### src/rtl/avalon_ibex_translator_pipelined_if.sv
// Core data-port and Avalon-MM signal bundle seen by the translator ("slave" side) and its environment ("master" side).
interface avalon_ibex_translator_pipelined_if #(
    parameter int DataWidth = 64,
    parameter int AddrWidth = 32
);
    logic                   data_req_i;
    logic                   data_we_i;
    logic [DataWidth/8-1:0] data_be_i;
    logic [AddrWidth-1:0]   data_addr_i;
    logic [DataWidth-1:0]   data_wdata_i;
    logic                   data_gnt_o;
    logic                   data_rvalid_o;
    logic [DataWidth-1:0]   data_rdata_o;
    logic                   data_err_o;
    logic [AddrWidth-1:0]   avm_address;
    logic [DataWidth/8-1:0] avm_byteenable;
    logic                   avm_read;
    logic                   avm_write;
    logic [DataWidth-1:0]   avm_writedata;
    logic                   avm_waitrequest;
    logic                   avm_readdatavalid;
    logic [DataWidth-1:0]   avm_readdata;
    logic [1:0]             avm_response;

    modport slave (
        input  data_req_i, data_we_i, data_be_i, data_addr_i, data_wdata_i,
        output data_gnt_o, data_rvalid_o, data_rdata_o, data_err_o,
        output avm_address, avm_byteenable, avm_read, avm_write, avm_writedata,
        input  avm_waitrequest, avm_readdatavalid, avm_readdata, avm_response
    );

    modport master (
        output data_req_i, data_we_i, data_be_i, data_addr_i, data_wdata_i,
        input  data_gnt_o, data_rvalid_o, data_rdata_o, data_err_o,
        input  avm_address, avm_byteenable, avm_read, avm_write, avm_writedata,
        output avm_waitrequest, avm_readdatavalid, avm_readdata, avm_response
    );
endinterface

### src/rtl/avalon_ibex_translator_pipelined.sv
// ibex LSU to Avalon-MM master, up to MaxOutstanding pipelined transactions, responses retired in grant order.
// Latency: write gnt N -> rvalid N+2; readdatavalid M -> rvalid M+2 (head of queue).
// Backpressure: no grant while waitrequest is high or tracking queue is full; read returns cannot be stalled.
module avalon_ibex_translator_pipelined #(
    parameter int DataWidth      = 64,
    parameter int AddrWidth      = 32,
    parameter int MaxOutstanding = 4
) (
    input  logic                                    clk_i,
    input  logic                                    rst_ni,
    avalon_ibex_translator_pipelined_if.slave       bus,
    output logic [$clog2(MaxOutstanding+1)-1:0]     outstanding_o
);
    localparam int BeW  = DataWidth / 8;
    localparam int OffW = $clog2(BeW);
    localparam int PtrW = (MaxOutstanding > 1) ? $clog2(MaxOutstanding) : 1;
    localparam int CntW = $clog2(MaxOutstanding + 1);
    localparam logic [CntW-1:0] MaxCnt  = CntW'(MaxOutstanding);
    localparam logic [PtrW-1:0] LastPtr = PtrW'(MaxOutstanding - 1);

    function automatic logic [PtrW-1:0] ptr_inc(input logic [PtrW-1:0] p);
        return (p == LastPtr) ? '0 : p + PtrW'(1);
    endfunction

    logic [MaxOutstanding-1:0] trk_we_q, trk_we_d;
    logic [PtrW-1:0]           trk_wptr_q, trk_wptr_d, trk_rptr_q, trk_rptr_d;
    logic [CntW-1:0]           trk_cnt_q, trk_cnt_d;
    logic [CntW-1:0]           rd_pend_q, rd_pend_d;
    logic [DataWidth-1:0]      rdf_data_q [MaxOutstanding];
    logic [DataWidth-1:0]      rdf_data_d [MaxOutstanding];
    logic [MaxOutstanding-1:0] rdf_err_q, rdf_err_d;
    logic [PtrW-1:0]           rdf_wptr_q, rdf_wptr_d, rdf_rptr_q, rdf_rptr_d;
    logic [CntW-1:0]           rdf_cnt_q, rdf_cnt_d;
    logic                      rvalid_q, rvalid_d, err_q, err_d;
    logic [DataWidth-1:0]      rdata_q, rdata_d;

    logic full, cmd_rd, cmd_wr, gnt, ret_wr, ret_rd, retire, rdf_push;

    assign full   = (trk_cnt_q == MaxCnt);
    assign cmd_rd = bus.data_req_i & ~bus.data_we_i & ~full;
    assign cmd_wr = bus.data_req_i &  bus.data_we_i & ~full;
    assign gnt    = (cmd_rd | cmd_wr) & ~bus.avm_waitrequest;

    assign bus.avm_read       = cmd_rd;
    assign bus.avm_write      = cmd_wr;
    assign bus.avm_address    = {bus.data_addr_i[AddrWidth-1:OffW], {OffW{1'b0}}};
    assign bus.avm_byteenable = bus.data_be_i;
    assign bus.avm_writedata  = bus.data_wdata_i;
    assign bus.data_gnt_o     = gnt;

    // Retire decision uses registered queue state only, so a return lands no earlier than the next cycle.
    assign ret_wr = (trk_cnt_q != '0) &  trk_we_q[trk_rptr_q];
    assign ret_rd = (trk_cnt_q != '0) & ~trk_we_q[trk_rptr_q] & (rdf_cnt_q != '0);
    assign retire = ret_wr | ret_rd;

    // Returns with no unretired read waiting for them (e.g. issued before a reset) are discarded.
    assign rdf_push = bus.avm_readdatavalid & (rd_pend_q > rdf_cnt_q);

    always_comb begin
        trk_we_d   = trk_we_q;
        trk_wptr_d = trk_wptr_q;
        trk_rptr_d = trk_rptr_q;
        trk_cnt_d  = trk_cnt_q;
        rd_pend_d  = rd_pend_q;
        if (gnt) begin
            trk_we_d[trk_wptr_q] = bus.data_we_i;
            trk_wptr_d           = ptr_inc(trk_wptr_q);
        end
        if (retire) trk_rptr_d = ptr_inc(trk_rptr_q);
        case ({gnt, retire})
            2'b10:   trk_cnt_d = trk_cnt_q + CntW'(1);
            2'b01:   trk_cnt_d = trk_cnt_q - CntW'(1);
            default: trk_cnt_d = trk_cnt_q;
        endcase
        case ({gnt & ~bus.data_we_i, ret_rd})
            2'b10:   rd_pend_d = rd_pend_q + CntW'(1);
            2'b01:   rd_pend_d = rd_pend_q - CntW'(1);
            default: rd_pend_d = rd_pend_q;
        endcase
    end

    always_comb begin
        rdf_data_d = rdf_data_q;
        rdf_err_d  = rdf_err_q;
        rdf_wptr_d = rdf_wptr_q;
        rdf_rptr_d = rdf_rptr_q;
        rdf_cnt_d  = rdf_cnt_q;
        if (rdf_push) begin
            rdf_data_d[rdf_wptr_q] = bus.avm_readdata;
            rdf_err_d[rdf_wptr_q]  = (bus.avm_response != 2'b00);
            rdf_wptr_d             = ptr_inc(rdf_wptr_q);
        end
        if (ret_rd) rdf_rptr_d = ptr_inc(rdf_rptr_q);
        case ({rdf_push, ret_rd})
            2'b10:   rdf_cnt_d = rdf_cnt_q + CntW'(1);
            2'b01:   rdf_cnt_d = rdf_cnt_q - CntW'(1);
            default: rdf_cnt_d = rdf_cnt_q;
        endcase
    end

    always_comb begin
        rvalid_d = retire;
        rdata_d  = ret_rd ? rdf_data_q[rdf_rptr_q] : '0;
        err_d    = ret_rd & rdf_err_q[rdf_rptr_q];
    end

    always_ff @(posedge clk_i or negedge rst_ni) begin
        if (!rst_ni) begin
            trk_we_q   <= '0;
            trk_wptr_q <= '0;
            trk_rptr_q <= '0;
            trk_cnt_q  <= '0;
            rd_pend_q  <= '0;
            for (int i = 0; i < MaxOutstanding; i++) rdf_data_q[i] <= '0;
            rdf_err_q  <= '0;
            rdf_wptr_q <= '0;
            rdf_rptr_q <= '0;
            rdf_cnt_q  <= '0;
            rvalid_q   <= 1'b0;
            rdata_q    <= '0;
            err_q      <= 1'b0;
        end else begin
            trk_we_q   <= trk_we_d;
            trk_wptr_q <= trk_wptr_d;
            trk_rptr_q <= trk_rptr_d;
            trk_cnt_q  <= trk_cnt_d;
            rd_pend_q  <= rd_pend_d;
            rdf_data_q <= rdf_data_d;
            rdf_err_q  <= rdf_err_d;
            rdf_wptr_q <= rdf_wptr_d;
            rdf_rptr_q <= rdf_rptr_d;
            rdf_cnt_q  <= rdf_cnt_d;
            rvalid_q   <= rvalid_d;
            rdata_q    <= rdata_d;
            err_q      <= err_d;
        end
    end

    assign bus.data_rvalid_o = rvalid_q;
    assign bus.data_rdata_o  = rdata_q;
    assign bus.data_err_o    = err_q;
    assign outstanding_o     = trk_cnt_q;
endmodule

### src/flat_wrapper.sv
// flat-port wrapper written by rule: the top's interface ports become plain ports
module avalon_ibex_translator_pipelined_flat 
#(
    parameter int DataWidth      = 64,
    parameter int AddrWidth      = 32,
    parameter int MaxOutstanding = 4
)
  (clk_i, rst_ni, outstanding_o, bus_data_req_i, bus_data_we_i, bus_data_be_i, bus_data_addr_i, bus_data_wdata_i, bus_data_gnt_o, bus_data_rvalid_o, bus_data_rdata_o, bus_data_err_o, bus_avm_address, bus_avm_byteenable, bus_avm_read, bus_avm_write, bus_avm_writedata, bus_avm_waitrequest, bus_avm_readdatavalid, bus_avm_readdata, bus_avm_response);
  avalon_ibex_translator_pipelined_if #(.DataWidth(DataWidth), .AddrWidth(AddrWidth)) bus_i ();
  input  logic clk_i;
  input  logic rst_ni;
  output logic [$clog2(MaxOutstanding+1)-1:0] outstanding_o;
  input wire logic [$bits(bus_i.data_req_i)-1:0] bus_data_req_i;
  input wire logic [$bits(bus_i.data_we_i)-1:0] bus_data_we_i;
  input wire logic [$bits(bus_i.data_be_i)-1:0] bus_data_be_i;
  input wire logic [$bits(bus_i.data_addr_i)-1:0] bus_data_addr_i;
  input wire logic [$bits(bus_i.data_wdata_i)-1:0] bus_data_wdata_i;
  output wire logic [$bits(bus_i.data_gnt_o)-1:0] bus_data_gnt_o;
  output wire logic [$bits(bus_i.data_rvalid_o)-1:0] bus_data_rvalid_o;
  output wire logic [$bits(bus_i.data_rdata_o)-1:0] bus_data_rdata_o;
  output wire logic [$bits(bus_i.data_err_o)-1:0] bus_data_err_o;
  output wire logic [$bits(bus_i.avm_address)-1:0] bus_avm_address;
  output wire logic [$bits(bus_i.avm_byteenable)-1:0] bus_avm_byteenable;
  output wire logic [$bits(bus_i.avm_read)-1:0] bus_avm_read;
  output wire logic [$bits(bus_i.avm_write)-1:0] bus_avm_write;
  output wire logic [$bits(bus_i.avm_writedata)-1:0] bus_avm_writedata;
  input wire logic [$bits(bus_i.avm_waitrequest)-1:0] bus_avm_waitrequest;
  input wire logic [$bits(bus_i.avm_readdatavalid)-1:0] bus_avm_readdatavalid;
  input wire logic [$bits(bus_i.avm_readdata)-1:0] bus_avm_readdata;
  input wire logic [$bits(bus_i.avm_response)-1:0] bus_avm_response;
  assign bus_i.data_req_i = bus_data_req_i;
  assign bus_i.data_we_i = bus_data_we_i;
  assign bus_i.data_be_i = bus_data_be_i;
  assign bus_i.data_addr_i = bus_data_addr_i;
  assign bus_i.data_wdata_i = bus_data_wdata_i;
  assign bus_data_gnt_o = bus_i.data_gnt_o;
  assign bus_data_rvalid_o = bus_i.data_rvalid_o;
  assign bus_data_rdata_o = bus_i.data_rdata_o;
  assign bus_data_err_o = bus_i.data_err_o;
  assign bus_avm_address = bus_i.avm_address;
  assign bus_avm_byteenable = bus_i.avm_byteenable;
  assign bus_avm_read = bus_i.avm_read;
  assign bus_avm_write = bus_i.avm_write;
  assign bus_avm_writedata = bus_i.avm_writedata;
  assign bus_i.avm_waitrequest = bus_avm_waitrequest;
  assign bus_i.avm_readdatavalid = bus_avm_readdatavalid;
  assign bus_i.avm_readdata = bus_avm_readdata;
  assign bus_i.avm_response = bus_avm_response;
  avalon_ibex_translator_pipelined #(.DataWidth(DataWidth), .AddrWidth(AddrWidth), .MaxOutstanding(MaxOutstanding)) u_core (.clk_i(clk_i), .rst_ni(rst_ni), .bus(bus_i), .outstanding_o(outstanding_o));
endmodule
### config.mk
export PLATFORM = sky130hd
export DESIGN_NAME = avalon_ibex_translator_pipelined_flat
export DESIGN_NICKNAME = d
export VERILOG_FILES = /design/src/rtl/avalon_ibex_translator_pipelined_if.sv /design/src/rtl/avalon_ibex_translator_pipelined.sv /design/src/flat_wrapper.sv
export SDC_FILE = /design/constraint.sdc
export NUM_CORES = 1
export LEC_CHECK = 0
export BUFFER_PORTS_ARGS = -buffer_cell sky130_fd_sc_hd__buf_2
export CAP_MARGIN = 20
export CORE_MARGIN = 2
export CORE_UTILIZATION = 50
export CTS_BUF_LIST = sky130_fd_sc_hd__clkbuf_4 sky130_fd_sc_hd__clkbuf_8
export CTS_CLUSTER_SIZE = 14
export DETAILED_ROUTE_END_ITERATION = 7
export PLACE_DENSITY = 0.75
export SLEW_MARGIN = 40
export SYNTH_ARGS = -nofsm -noshare
export SYNTH_HDL_FRONTEND = slang
export SYNTH_SLANG_ARGS = --single-unit
### constraint.sdc
create_clock -name clk_i -period 3.1 [get_ports clk_i]
set_input_delay 0.62 -clock clk_i [delete_from_list [all_inputs] [get_ports clk_i]]
set_output_delay 0.62 -clock clk_i [all_outputs]
set_load 0.01 [all_outputs]
==> impl_summary.log <==
INFO  metric outcome = finished clean
INFO  metric hold_path_startpoint = bus_avm_readdata[39]
INFO  metric io_buffer_count = 143
INFO  metric dp_hpwl = 23.1 mm
INFO  metric number_of_antenna_violations_at_the_first_check_in_global_routing = 3
INFO  metric htreeDepth = 2
INFO  metric total_leakage_power = 7.67 nW
INFO  metric chipWidth = 179 um
INFO  metric synth_seq_cells = 347
INFO  metric critPathCaptureType = flop
INFO  metric grt-ovfl-total = 0
INFO  metric synth_top_family_by_area = multiplexers
INFO  metric area_growth = 11.7%
INFO  metric r2r-start = u_core.rdf_cnt_q[1]
INFO  metric wl = 34.1 mm
INFO  metric synth-edff-count = 0
INFO  metric finalCoreUtilization = 56.4%
INFO  metric timing_hold_violations_final = 0
INFO  metric globalRouteTotalUtil = 21.6%
INFO  metric timing.hold.worst_endpoint = u_core.rdf_data_q[167]
INFO  metric grt_start_max_net_pins = 66
INFO  metric final_net_count = 1,266
INFO  metric detail-route-antenna-nets = 0
INFO  metric drt_drc_violations_left = 0
INFO  metric post_synthesis_simple_gate_area_fraction = 3.67%
INFO  metric routed_wire_length_per_instance = 22.7 um
INFO  metric hold_path.class = input pin to flop
INFO  metric synth_warnings = 0
INFO  metric synthTopCellsByArea = sky130_fd_sc_hd__dfrtp_1 57%, sky130_fd_sc_hd__mux2_2 20%, sky130_fd_sc_hd__mux4_2 9.6%
INFO  metric worst_ep_arrival_time = 3.20 ns
INFO  metric synth_seq_area_share = 56.7%
INFO  metric clock_path_buffers = 3
INFO  metric clock.fmax = 369 MHz
INFO  metric drt-initial-drc-count = 296
INFO  metric worst-setup-path-type = flop to flop
INFO  metric floorplan.die.height = 179 um
INFO  metric netlist_area = 0.0153 mm^2
INFO  metric core-area = 0.0303 mm^2
INFO  metric worst-r2r-setup-slack = 0.39 ns
INFO  metric vdd_ir_drop_max = 0.544 mV
INFO  metric routed_via_density = 5.37
INFO  metric synth_compound_gate_area_share = 0.400%
INFO  metric post-synth-top-area-fraction = 56.7%
INFO  metric critical_path_peak_fanout = 5
INFO  metric min_period_over_period = 87.5%
INFO  metric drt_pass1_iterations = 4
INFO  metric timing.final.max_slew_violations = 0
INFO  metric postSynth.topFlopCell = sky130_fd_sc_hd__dfrtp_1
INFO  metric rsz0062_at_grt = no
INFO  metric gp_congestion = 0.792
INFO  metric design.die.area = 0.0321 mm^2
INFO  metric yosys-mux-area-fraction = 29.8%
INFO  metric hold-path-cell-count = 2
INFO  metric filler_cell_count = 2,419
INFO  metric timing.setup.tns = 0 ns
INFO  metric tritoncts = done
INFO  metric layout_min_cycle_time = 2.71 ns
INFO  metric fin_worst_skew = 0.0170 ns
INFO  metric number_of_global_route_vias_before_repair = 8,729
INFO  metric post_synth_inst_count = 996
INFO  metric row_count = 64
INFO  metric avgSynthCellArea = 15.4 um^2
INFO  metric post_synth_num_cell_types = 32
INFO  metric clock_input_transition_at_the_sequential_cells_of_the_worst_setup_and_hold_paths = 0.06 ns
INFO  metric vias = 8,095
INFO  metric initial_utilization = 50.5%
INFO  metric timing_worst_slew_pin_value = 0.609 ns
INFO  metric clk_latency = 0.56 ns
INFO  metric clock_sinks = 347
INFO  metric ios = 352
INFO  metric cts_buffers = 56
INFO  metric setup-violations-final = 0
INFO  metric synth-async-reset-ratio = 100%
INFO  metric total_power_density_per_cell_area = 1150 mW/mm^2
INFO  metric synth_fa_ha_area_share = 1.70%
INFO  metric max-cap-violations = 0
INFO  metric worst-endpoint-required = 3.58 ns
INFO  metric worstSetupStartpointType = flop
INFO  metric xor_xnor_share_of_the_synthesized_area = 0.514%
INFO  metric final_layout_size_suffix_gt1_share = 54.9%
INFO  metric worstReg2RegEnd = u_core.rdf_cnt_q[2]
INFO  metric grt_first_pass_wirelength = 52.0 mm
INFO  metric max-slew-margin-rel = 59.4%
INFO  metric post_cts.repair.setup_buffers = 0
INFO  metric number_of_cells_on_the_worst_reg_to_reg_path = 12
INFO  metric synth_top_area_cell = sky130_fd_sc_hd__dfrtp_1
INFO  metric ctsRootBufferMaster = sky130_fd_sc_hd__clkbuf_8
[layout make-up]
class | count | area, um^2 | area share [%]
well taps | 396 | 495 | 2.90
flip-flops and latches | 347 | 8690 | 50.8
clock inverters | 2 | 35.0 | 0.205
clock buffers | 92 | 1170 | 6.82
diodes | 4 | 10.0 | 0.0585
inverters | 18 | 67.6 | 0.395
multi-input cells | 479 | 5580 | 32.6
repair buffers | 169 | 1060 | 6.20
[flip-flops by register name, indices dropped and copies added (netlist names)]
signal                    count
u_core.rdf_data_q           256
u_core.bus.data_rdata_o      64
u_core.rdf_err_q              4
u_core.trk_we_q               4
u_core.outstanding_o          3
u_core.rd_pend_q              3
u_core.rdf_cnt_q              3
u_core.rdf_rptr_q             2
u_core.rdf_wptr_q             2
u_core.trk_rptr_q             2
u_core.trk_wptr_q             2
u_core.bus.data_err_o         1
u_core.bus.data_rvalid_o      1
[per-stage QoR]
stage | power, mW | setup WS (ns) | hold WS [ns] | instance area (um^2) | std cells
after floorplan | 13.7 | 0.640 | 0.324 | 15300 | 998
after global placement | 15.5 | 0.438 | 0.483 | 15900 | 1408
after detailed placement | 15.8 | 0.368 | 0.480 | 15900 | 1408
after CTS | 20.0 | 0.349 | 0.290 | 17100 | 1503
after global routing | 21.0 | 0.182 | 0.304 | 17100 | 1504
final | 19.7 | 0.387 | 0.329 | 17100 | 1507
[critical path: stages (launching register included)]
cell and delay [ns]:
sky130_fd_sc_hd__dfrtp_1 0.38, sky130_fd_sc_hd__inv_1 0.12, sky130_fd_sc_hd__ha_1 0.25, sky130_fd_sc_hd__nor2b_1 0.15
sky130_fd_sc_hd__o21ai_2 0.41, sky130_fd_sc_hd__a21oi_1 0.21, sky130_fd_sc_hd__inv_1 0.10, sky130_fd_sc_hd__ha_1 0.18
sky130_fd_sc_hd__inv_1 0.06, sky130_fd_sc_hd__fa_1 0.37, sky130_fd_sc_hd__xor2_1 0.15, sky130_fd_sc_hd__nor2_1 0.13
sky130_fd_sc_hd__xnor2_1 0.13
[per-layer routing]
layer | vias to the layer above | GRT usage, % | wire, um
met1 | 4212 | 24.4 | 12600
met5 | - | 0 | 0
met4 | 0 | 10.1 | 1510
met3 | 95 | 7.65 | 2940
li1 | 3557 | - | -
met2 | 231 | 36.5 | 17100
[cell usage after synthesis (2+ instances only)]
cell type and number:
sky130_fd_sc_hd__buf_2 35, sky130_fd_sc_hd__mux4_2 65, sky130_fd_sc_hd__clkbuf_1 10, sky130_fd_sc_hd__a21oi_1 5, sky130_fd_sc_hd__nand2_1 9, sky130_fd_sc_hd__nor3_1 2
sky130_fd_sc_hd__ha_1 16, sky130_fd_sc_hd__buf_6 3, sky130_fd_sc_hd__o21ai_0 2, sky130_fd_sc_hd__mux2_4 2, sky130_fd_sc_hd__dfrtp_1 347, sky130_fd_sc_hd__inv_1 18
sky130_fd_sc_hd__fa_1 3, sky130_fd_sc_hd__xnor2_1 5, sky130_fd_sc_hd__nand3_1 5, sky130_fd_sc_hd__buf_4 105, sky130_fd_sc_hd__nor2b_1 66, sky130_fd_sc_hd__xor2_1 4
sky130_fd_sc_hd__nor2_1 10, sky130_fd_sc_hd__mux2i_1 4, sky130_fd_sc_hd__mux2_2 269
[cell usage in the layout (no fill, tap or decap), types with 2 or more instances in the layout]
cell	netlist	routed
sky130_fd_sc_hd__buf_12	0	11
sky130_fd_sc_hd__dfrtp_1	347	345
sky130_fd_sc_hd__nor2_1	10	10
sky130_fd_sc_hd__mux2i_1	4	4
sky130_fd_sc_hd__nand2_1	9	9
sky130_fd_sc_hd__buf_4	105	14
sky130_fd_sc_hd__buf_2	35	142
sky130_fd_sc_hd__mux2_2	269	269
sky130_fd_sc_hd__fa_1	3	3
sky130_fd_sc_hd__conb_1	1	3
sky130_fd_sc_hd__mux4_2	65	65
sky130_fd_sc_hd__ha_1	16	16
sky130_fd_sc_hd__nor2b_1	66	66
sky130_fd_sc_hd__dfrtp_4	0	2
sky130_fd_sc_hd__xnor2_1	5	5
sky130_fd_sc_hd__a21oi_4	0	4
sky130_fd_sc_hd__nand3_1	5	5
sky130_fd_sc_hd__inv_1	18	18
sky130_fd_sc_hd__clkbuf_8	0	76
sky130_fd_sc_hd__nor3_1	2	2
sky130_fd_sc_hd__clkbuf_4	0	16
sky130_fd_sc_hd__xor2_1	4	4
sky130_fd_sc_hd__diode_2	0	4
sky130_fd_sc_hd__mux2_4	2	2
sky130_fd_sc_hd__o21ai_0	2	2
[report_power, final]
| group | total (mW) | switching (mW) | leakage, nW | internal, mW |
|---|---|---|---|---|
| Sequential | 7.99 | 1.21 | 4.24 | 6.78 |
| Combinational | 7.59 | 3.14 | 2.78 | 4.45 |
| Clock | 4.14 | 1.71 | 0.638 | 2.43 |
[cell families after synthesis]
logic type / count (synthesis)
AND/OR/NAND/NOR: 98
buffers and inverters: 172
other: 1
flip-flops: 347
AO/OA/AOI/OAI: 10
XOR/XNOR: 9
multiplexers: 340
adder cells (fa/ha/maj): 19
[worst max path at each step]
stage,slack [ns],start,cells past startpoint,end
2_1_floorplan,0.64,u_core.trk_rptr_q[1],11,u_core.rdf_cnt_q[2]
3_3_place_gp,0.44,u_core.rdf_cnt_q[1],12,u_core.rdf_cnt_q[2]
3_5_place_dp,0.37,u_core.rdf_cnt_q[1],12,u_core.rdf_cnt_q[2]
4_1_cts,0.35,u_core.rdf_cnt_q[1],12,u_core.rdf_cnt_q[2]
5_1_grt,0.18,u_core.rdf_cnt_q[1],12,u_core.rdf_cnt_q[2]
6_report,0.39,u_core.rdf_cnt_q[1],12,u_core.rdf_cnt_q[2]
[timing repair]
| item | CTS | global route |
|---|---|---|
| gates resized for setup | 0 | 0 |
| hold endpoints to repair | 43 | 0 |
| hold buffers | 1 | 0 |
(Power assumes the default switching activity.)
